## config.mk

```make
export PLATFORM = sky130hd
export DESIGN_NAME = mmio_host_master
export DESIGN_NICKNAME = d
export VERILOG_FILES = /design/src/rtl/mmio_host_master.sv
export SDC_FILE = /design/constraint.sdc
export NUM_CORES = 1
export LEC_CHECK = 0
export CAP_MARGIN = 20
export CORE_MARGIN = 2
export CORE_UTILIZATION = 37
export DETAILED_ROUTE_END_ITERATION = 7
export HOLD_SLACK_MARGIN = 0.08
export PLACE_DENSITY = 0.74
export SYNTH_ARGS = -nofsm -noshare
export SYNTH_HDL_FRONTEND = slang
export SYNTH_SLANG_ARGS = --single-unit
```

## constraint.sdc

```tcl
create_clock -name clk -period 2.2 [get_ports clk]
set_clock_uncertainty 0.1 [all_clocks]
set_input_delay 0.55 -clock clk [delete_from_list [all_inputs] [get_ports clk]]
set_output_delay 0.55 -clock clk [all_outputs]
set_load 0.02 [all_outputs]
```

## src/rtl/mmio_host_master.sv

```systemverilog
// Host-side MMIO initiator: turns one host command into one SoC request/response
// transaction, checks the echoed response, and reports data plus a status code.
module mmio_host_master #(
  parameter int ADDR_W     = 32,
  parameter int DATA_W     = 64,
  parameter int TMO_CYCLES = 1024,
  parameter int TMO_W      = 16
) (
  input  logic              clk,
  input  logic              rst_n,
  input  logic              cmd_val,
  output logic              cmd_rdy,
  input  logic              cmd_wr,
  input  logic [ADDR_W-1:0] cmd_addr,
  input  logic [DATA_W-1:0] cmd_data,
  output logic              rsp_val,
  input  logic              rsp_rdy,
  output logic [DATA_W-1:0] rsp_data,
  output logic [1:0]        rsp_status,
  output logic              req_cmd,
  output logic [ADDR_W-1:0] req_addr,
  output logic [DATA_W-1:0] req_data,
  output logic              req_val,
  input  logic              req_rdy,
  input  logic              resp_cmd,
  input  logic [ADDR_W-1:0] resp_addr,
  input  logic [DATA_W-1:0] resp_data,
  input  logic              resp_val,
  output logic              resp_rdy,
  output logic              busy,
  output logic [7:0]        stale_cnt,
  output logic [7:0]        tmo_cnt
);

  typedef enum logic [1:0] {S_IDLE, S_REQ, S_WAIT, S_DONE} state_e;

  localparam logic [TMO_W-1:0] TMO_LAST = TMO_W'(TMO_CYCLES - 1);
  localparam logic [1:0] ST_OK   = 2'b00;
  localparam logic [1:0] ST_TMO  = 2'b01;
  localparam logic [1:0] ST_ADDR = 2'b10;
  localparam logic [1:0] ST_CMD  = 2'b11;

  state_e            state_q, state_d;
  logic [TMO_W-1:0]  timer_q, timer_d;
  logic              req_val_q, req_val_d;
  logic              req_cmd_q, req_cmd_d;
  logic [ADDR_W-1:0] req_addr_q, req_addr_d;
  logic [DATA_W-1:0] req_data_q, req_data_d;
  logic              rsp_val_q, rsp_val_d;
  logic [DATA_W-1:0] rsp_data_q, rsp_data_d;
  logic [1:0]        rsp_status_q, rsp_status_d;
  logic [7:0]        stale_cnt_q, stale_cnt_d;
  logic [7:0]        tmo_cnt_q, tmo_cnt_d;

  logic tmo_hit, tmo_evt, stale_evt;

  // A handshake in the same cycle as the timer expiring always wins over the timeout.
  assign tmo_hit   = (timer_q == TMO_LAST);
  assign tmo_evt   = tmo_hit && (((state_q == S_REQ) && !req_rdy) ||
                                 ((state_q == S_WAIT) && !resp_val));
  assign stale_evt = resp_val && resp_rdy &&
                     ((state_q == S_IDLE) || (state_q == S_DONE));

  always_ff @(posedge clk or negedge rst_n) begin
    if (!rst_n) begin
      state_q      <= S_IDLE;
      timer_q      <= '0;
      req_val_q    <= 1'b0;
      req_cmd_q    <= 1'b0;
      req_addr_q   <= '0;
      req_data_q   <= '0;
      rsp_val_q    <= 1'b0;
      rsp_data_q   <= '0;
      rsp_status_q <= ST_OK;
      stale_cnt_q  <= '0;
      tmo_cnt_q    <= '0;
    end else begin
      state_q      <= state_d;
      timer_q      <= timer_d;
      req_val_q    <= req_val_d;
      req_cmd_q    <= req_cmd_d;
      req_addr_q   <= req_addr_d;
      req_data_q   <= req_data_d;
      rsp_val_q    <= rsp_val_d;
      rsp_data_q   <= rsp_data_d;
      rsp_status_q <= rsp_status_d;
      stale_cnt_q  <= stale_cnt_d;
      tmo_cnt_q    <= tmo_cnt_d;
    end
  end

  always_comb begin
    state_d = state_q;
    unique case (state_q)
      S_IDLE: if (cmd_val && cmd_rdy) state_d = S_REQ;
      S_REQ:  if (req_val_q && req_rdy) state_d = S_WAIT;
              else if (tmo_hit)        state_d = S_DONE;
      S_WAIT: if (resp_val || tmo_hit) state_d = S_DONE;
      S_DONE: if (rsp_val_q && rsp_rdy) state_d = S_IDLE;
      default: state_d = S_IDLE;
    endcase
  end

  always_comb begin
    cmd_rdy  = 1'b0;
    resp_rdy = 1'b1;
    busy     = (state_q != S_IDLE);
    unique case (state_q)
      S_IDLE:  cmd_rdy  = 1'b1;
      S_REQ:   resp_rdy = 1'b0;
      default: ;
    endcase
  end

  always_comb begin
    timer_d      = timer_q;
    req_val_d    = req_val_q;
    req_cmd_d    = req_cmd_q;
    req_addr_d   = req_addr_q;
    req_data_d   = req_data_q;
    rsp_val_d    = rsp_val_q;
    rsp_data_d   = rsp_data_q;
    rsp_status_d = rsp_status_q;
    stale_cnt_d  = stale_cnt_q;
    tmo_cnt_d    = tmo_cnt_q;
    unique case (state_q)
      S_IDLE: if (cmd_val && cmd_rdy) begin
        req_cmd_d  = cmd_wr;
        req_addr_d = cmd_addr;
        req_data_d = cmd_data;
        req_val_d  = 1'b1;
        timer_d    = '0;
      end
      S_REQ: if (req_val_q && req_rdy) begin
        req_val_d = 1'b0;
        timer_d   = '0;
      end else if (tmo_hit) begin
        req_val_d    = 1'b0;
        rsp_status_d = ST_TMO;
        rsp_data_d   = '0;
        rsp_val_d    = 1'b1;
      end else begin
        timer_d = timer_q + 1'b1;
      end
      S_WAIT: if (resp_val) begin
        rsp_data_d = resp_data;
        rsp_val_d  = 1'b1;
        if (resp_addr != req_addr_q)    rsp_status_d = ST_ADDR;
        else if (resp_cmd != req_cmd_q) rsp_status_d = ST_CMD;
        else                            rsp_status_d = ST_OK;
      end else if (tmo_hit) begin
        rsp_status_d = ST_TMO;
        rsp_data_d   = '0;
        rsp_val_d    = 1'b1;
      end else begin
        timer_d = timer_q + 1'b1;
      end
      S_DONE: if (rsp_val_q && rsp_rdy) rsp_val_d = 1'b0;
      default: ;
    endcase
    if (stale_evt && (stale_cnt_q != 8'hFF)) stale_cnt_d = stale_cnt_q + 8'd1;
    if (tmo_evt && (tmo_cnt_q != 8'hFF))     tmo_cnt_d   = tmo_cnt_q + 8'd1;
  end

  assign req_val    = req_val_q;
  assign req_cmd    = req_cmd_q;
  assign req_addr   = req_addr_q;
  assign req_data   = req_data_q;
  assign rsp_val    = rsp_val_q;
  assign rsp_data   = rsp_data_q;
  assign rsp_status = rsp_status_q;
  assign stale_cnt  = stale_cnt_q;
  assign tmo_cnt    = tmo_cnt_q;

endmodule

```

# Word level (Yosys, flattened, before mapping)

Index checks and enable logic that the tools add are counted.

Register bits after elaboration: 199
Input bits: 200
Output and inout port bits: 184

Add/subtract/negate cells: 3
Equality and inequality tests: 14
Multiplexer cells: 32
Reduce and logical (&&, ||, !) cells: 27

Operators with widths:

| kind                                                                    | number |
|---|---|
| 64-bit 2-to-1 mux                                                       | 3 |
| 64-bit case mux with 2 select lines                                     | 1 |
| 16-bit 2-to-1 mux                                                       | 4 |
| 16-bit case mux with 3 select lines                                     | 1 |
| 32-bit inequality test                                                  | 1 |
| 2-bit 2-to-1 mux                                                        | 10 |
| 16-bit by 1-bit adder with 16-bit output, second input constant         | 1 |
| 8-bit by 1-bit adder with 8-bit output, second input constant           | 2 |
| 16-bit by 10-bit equality test with 1-bit output, second input constant | 1 |
| 8-bit inequality test, second input constant                            | 2 |
| 1-bit logical AND                                                       | 10 |
| 1-bit 2-to-1 mux                                                        | 9 |
| 3-bit AND reduction                                                     | 3 |
| 2-bit case mux with 4 select lines                                      | 1 |
| 2-bit by 1-bit inequality test with 1-bit output, second input constant | 3 |
| 2-bit nonzero test                                                      | 3 |
| 3-bit nonzero test                                                      | 2 |
| 2-bit equality test, second input constant                              | 2 |
| 2-bit inequality test, second input constant                            | 2 |
| 2-bit case mux with 2 select lines                                      | 1 |
| 2-bit AND reduction                                                     | 2 |
| 4-bit AND reduction                                                     | 1 |
| 1-bit logical OR                                                        | 3 |
| 3-bit by 2-bit inequality test with 1-bit output, second input constant | 1 |
| other kinds (6)                                                         | 7 |

# Depth between registers and ports, before layout

Depth in word-level cells: 5
Depth in mapped cells: 8
Gate-level depth less buffers: 7

# Worst setup path before layout

OpenSTA, ideal clock, no wires.

Path type: flip-flop to flip-flop
From: register timer_q[11]
To: register rsp_data_q[23], in the netlist rsp_data[23]
Data arrival time: 2.077 ns
Slack: -0.098 ns
Stages on the path, launching flop included: 7
Period minus slack after synthesis: 2.298 ns
Cells stage by stage: dfrtp_1 > or4_1 > nor4_4 > o21ai_1 > buf_2 > buf_2 > a22o_1

Word-level cells in the longest chain between the ends: 4
Elaborated cells on any way between the ends: 5
Those cells by class: eq/ne: 1; mux: 4

RTL lines:

| element                                            | line | text |
|---|---|---|
| start: declaration                                 | 44   | `logic [TMO_W-1:0] timer_q, timer_d;` |
| start signal: assignment                           | 79   | `timer_q <= timer_d;` |
| 16-bit by 10-bit equality test with 1-bit output * | 58   | `assign tmo_hit = (timer_q == TMO_LAST);` |
| 64-bit 2-to-1 mux *                                | n/a  |  |
| 64-bit 2-to-1 mux, on equally long branches        | n/a  |  |
| 64-bit case mux with 2 select lines *              | n/a  |  |
| end signal: assignment                             | 85   | `rsp_data_q <= rsp_data_d;` |
| end: declaration                                   | 50   | `logic [DATA_W-1:0] rsp_data_q, rsp_data_d;` |

Every way passes the cells marked *; elsewhere a longest branch is shown, timed or not. The select of a mux whose other input is x is not followed.
A chain may end at the register's enable or synchronous reset.

# Worst setup path in the final report

From: register timer_q[13]
To: register rsp_data_q[52], in the netlist rsp_data[52]

The elaborated chain is that of the path after synthesis.

==> impl_metrics.toml <==
[status]
status = "finished with violations"
violations = "negative setup slack"

[timing]
maxSlewViolCount = 0
rsz0062_at_grt = "true"
hold_viol_final = 0
setup_viol = 24
max_freq_mhz = 450.9
timing.final.crit_share_pct = 100.8
min_period_ps = 2218
fin_ws_ps = -17.61
worstMarginPinSlew_ps = 586.1
max-slew-margin-rel_pct = 60.92

[routing]
routed_wl_mm = 24.81
vias = 6569
detailedRoute.firstIterationViolations = 254
via_per_inst = 4.950
antenna_left = 0
drc = 0
route.met3.wl_mm = 1.541
met2WireLength_mm = 12.47
first_pass_iters = 4
wl_per_cell_microns = 18.70
dr.max_layer_used = "met5"
met1Wirelength_mm = 10.16

[synth]
synth.area.top_cells = "dfrtp_1, mux2_2, a22o_1"
ys_ff_latch = 199
yosysTopAreaCell = "dfrtp_1"
synth_flop_cell = "dfrtp_1"
synthCells = 589
postSynth.asyncResetShare_pct = 100.0
synth_edf_count = 0
yosysWarnings = 0
synth_seq_area_share_pct = 61.30
yosysMostFrequentCell = "dfrtp_1"
synth_area_sq_um = 8124
yosys-top-cells-count = "dfrtp_1, mux2_2, a22o_1"
syn-num-nets = 796
syn_area_per_cell_sq_um = 13.79
yosysUniqueCellTypes = 45
yosysTopAreaCellShare_pct = 61.30

[placement]
gp_congestion = 0.8306
dp_hpwl_mm = 18.92
numPortBuffers = 383
placedCellCount = 1288

[floorplanning]
ios = 384
chipWidth_microns = 152.2
start_util_pct = 37.46
dieArea_sq_um = 23160
core_area_sq_um = 21690
rows = 54
dieHeight_microns = 152.2

[final_layout]
fin_nets = 1238
multiInputGateArea_sq_um = 3084
layout-drive-gt1-share_pct = 20.88
utilization_pct = 62.62
fill_cells = 1697
syn2layout_area_growth_pct = 67.16
register_area_sq_um = 4980
layout.cells.non_filler = 1327

[critical_path]
path_max_fanout = 16
crit_arrival_ps = 2450
reg2reg_slack_ps = -20
r2r_start = "timer_q[13]$_DFFE_PN0P_"
path_cells = "or4_4, nor4_4, buf_6, o21ai_4, buf_12, buf_12, a22o_1"
slowest_delay_ps = 560
crit-reg2reg-capture = "rsp_data[52]$_DFFE_PN0P_"
r2r_cells = 7
crit_type = "flop to flop"
crit_path_end_kind = "flop"
crit_family = "simple AND/OR/NAND/NOR gates"
worst-endpoint-required_ps = 2430
path_buf_inv = 3
cpMostUsedCell = "buf_12"
slowest_stage = "or4_4"
setup.worst_path.start_class = "flop"

[global_routing]
grt_pass1_wl_mm = 38.76
track_usage_pct = 21.41
grt_pass1_vias = 6793
grt_max_degree = 63
antenna_found_initial = 4
overflow = 0

[power_and_ir_drop]
clkPwrFrac_pct = 16.7
p_seq_share_pct = 32.8
p_int_mw = 11.94
switching_share_pct = 36.57
powerDensity_nw_per_um2 = 1386
p_comb_share_pct = 50.4
leakagePower_nw = 5.824
irDropWorstVdd_mv = 0.7778
switching_power_mw = 6.885

[clocking]
clk_path_buf_depth = 2
insertion_delay_ps = 430
cts_tree = "yes"
clock-root-buffer = "clkbuf_16"
cts_buffers = 17
cts.sinks = 199
clk_pin_slew_ps = 80
cts_max_level = 4

[hold_path]
hold_end = "tmo_cnt[7]$_DFFE_PN0P_"
hp-class = "flop to flop"
worstHoldStart = "tmo_cnt[7]$_DFFE_PN0P_"
holdPathStages = 1

[job]
drv_cap = 0
[state kept, by name, indices dropped and copies added, names as in the netlist]
| register | flops |
|---|---|
| state_q | 2 |
| stale_cnt | 8 |
| rsp_data | 64 |
| timer_q | 16 |
| tmo_cnt | 8 |
| req_cmd | 1 |
| rsp_val | 1 |
| req_addr | 32 |
| req_data | 64 |
| rsp_status | 2 |
| req_val | 1 |
[what timing repair did]
action,in CTS,in global routing
resized for setup,23,16
endpoints found under the setup margin,64,71
pin swaps,21,1
hold buffers,1,0
hold endpoints to repair,56,0
setup buffers,3,0
[layer usage]
layer  global-route usage (%)  vias to the layer above
met5                        0                        -
met4                    6.943                        2
met3                    6.371                       44
met2                    36.29                      246
met1                    26.36                     3257
li1                         -                     3020
[power groups by stage]
stage	clock, mW	sequential, mW	combinational [mW]
floorplan	0	8.01	2.79
global placement	0	6.17	9.40
detailed placement	0	6.24	9.50
CTS	3.23	6.19	9.58
global route	3.39	6.38	10.0
finish	3.15	6.18	9.50
[worst max path at each step]
stage	startpoint	end	cells past startpoint
2_1_floorplan	timer_q[10]$_DFFE_PN0P_	rsp_data[33]$_DFFE_PN0P_	6
3_3_place_gp	resp_val	timer_q[11]$_DFFE_PN0P_	6
3_5_place_dp	resp_val	timer_q[11]$_DFFE_PN0P_	6
4_1_cts	timer_q[13]$_DFFE_PN0P_	rsp_data[52]$_DFFE_PN0P_	7
5_1_grt	timer_q[13]$_DFFE_PN0P_	rsp_data[51]$_DFFE_PN0P_	7
6_report	timer_q[13]$_DFFE_PN0P_	rsp_data[52]$_DFFE_PN0P_	7
[kinds of logic after synthesis]
logic type               synth area share (%)
adder cells (fa/ha/maj)                 1.078
AO/OA/AOI/OAI                           9.472
flip-flops                              61.30
buffers and inverters                   1.787
XOR/XNOR                                6.361
multiplexers                            13.72
AND/OR/NAND/NOR                         6.284
[metrics by stage]
stage	hold WS (ps)	power [mW]	setup slack (ps)	cell area [sq um]	TNS, ps
global route	420.6	19.79	-78.27	13580	-2722
global placement	381.2	15.57	-325.7	12880	-6739
CTS	407.8	19.00	-11.92	13530	-34.83
finish	403.1	18.83	-17.61	13580	-164.8
detailed placement	389.7	15.75	-357.9	12880	-8706
floorplan	154.4	10.80	-84.68	8144	-2808
[layout by cell type (no fill, tap or decap), drive strengths merged, types with 2 or more instances in the layout]
cell | netlist | layout
o21a | 2 | 2
dlygate4sd2 | 0 | 3
ha | 7 | 7
dfrtp | 199 | 199
a22o | 64 | 64
o21ai | 8 | 8
clkinv | 0 | 4
mux2 | 99 | 99
xnor2 | 50 | 50
a31oi | 2 | 2
clkdlybuf4s50 | 0 | 371
inv | 10 | 18
nor2b | 3 | 3
nand4 | 13 | 13
and2 | 2 | 2
clkbuf | 11 | 19
dlymetal6s2s | 0 | 5
a21oi | 3 | 3
xor2 | 9 | 9
diode | 0 | 3
nand2 | 12 | 12
nand3 | 11 | 11
and3 | 3 | 3
nor2 | 26 | 26
nor4 | 7 | 7
buf | 16 | 69
or4 | 3 | 3
a21boi | 3 | 3
nor3 | 9 | 9
[final cells by class]
| type | instances | share of cell area (%) |
|---|---|---|
| flip-flops and latches | 199 | 36.67 |
| repair buffers | 450 | 33.36 |
| multi-input cells | 353 | 22.71 |
| clock buffers | 18 | 3.160 |
| well taps | 280 | 2.580 |
| clock inverters | 14 | 1.189 |
| inverters | 10 | 0.2764 |
| diodes | 3 | 0.05528 |
Note: power is estimated with default switching activity, not from simulation.
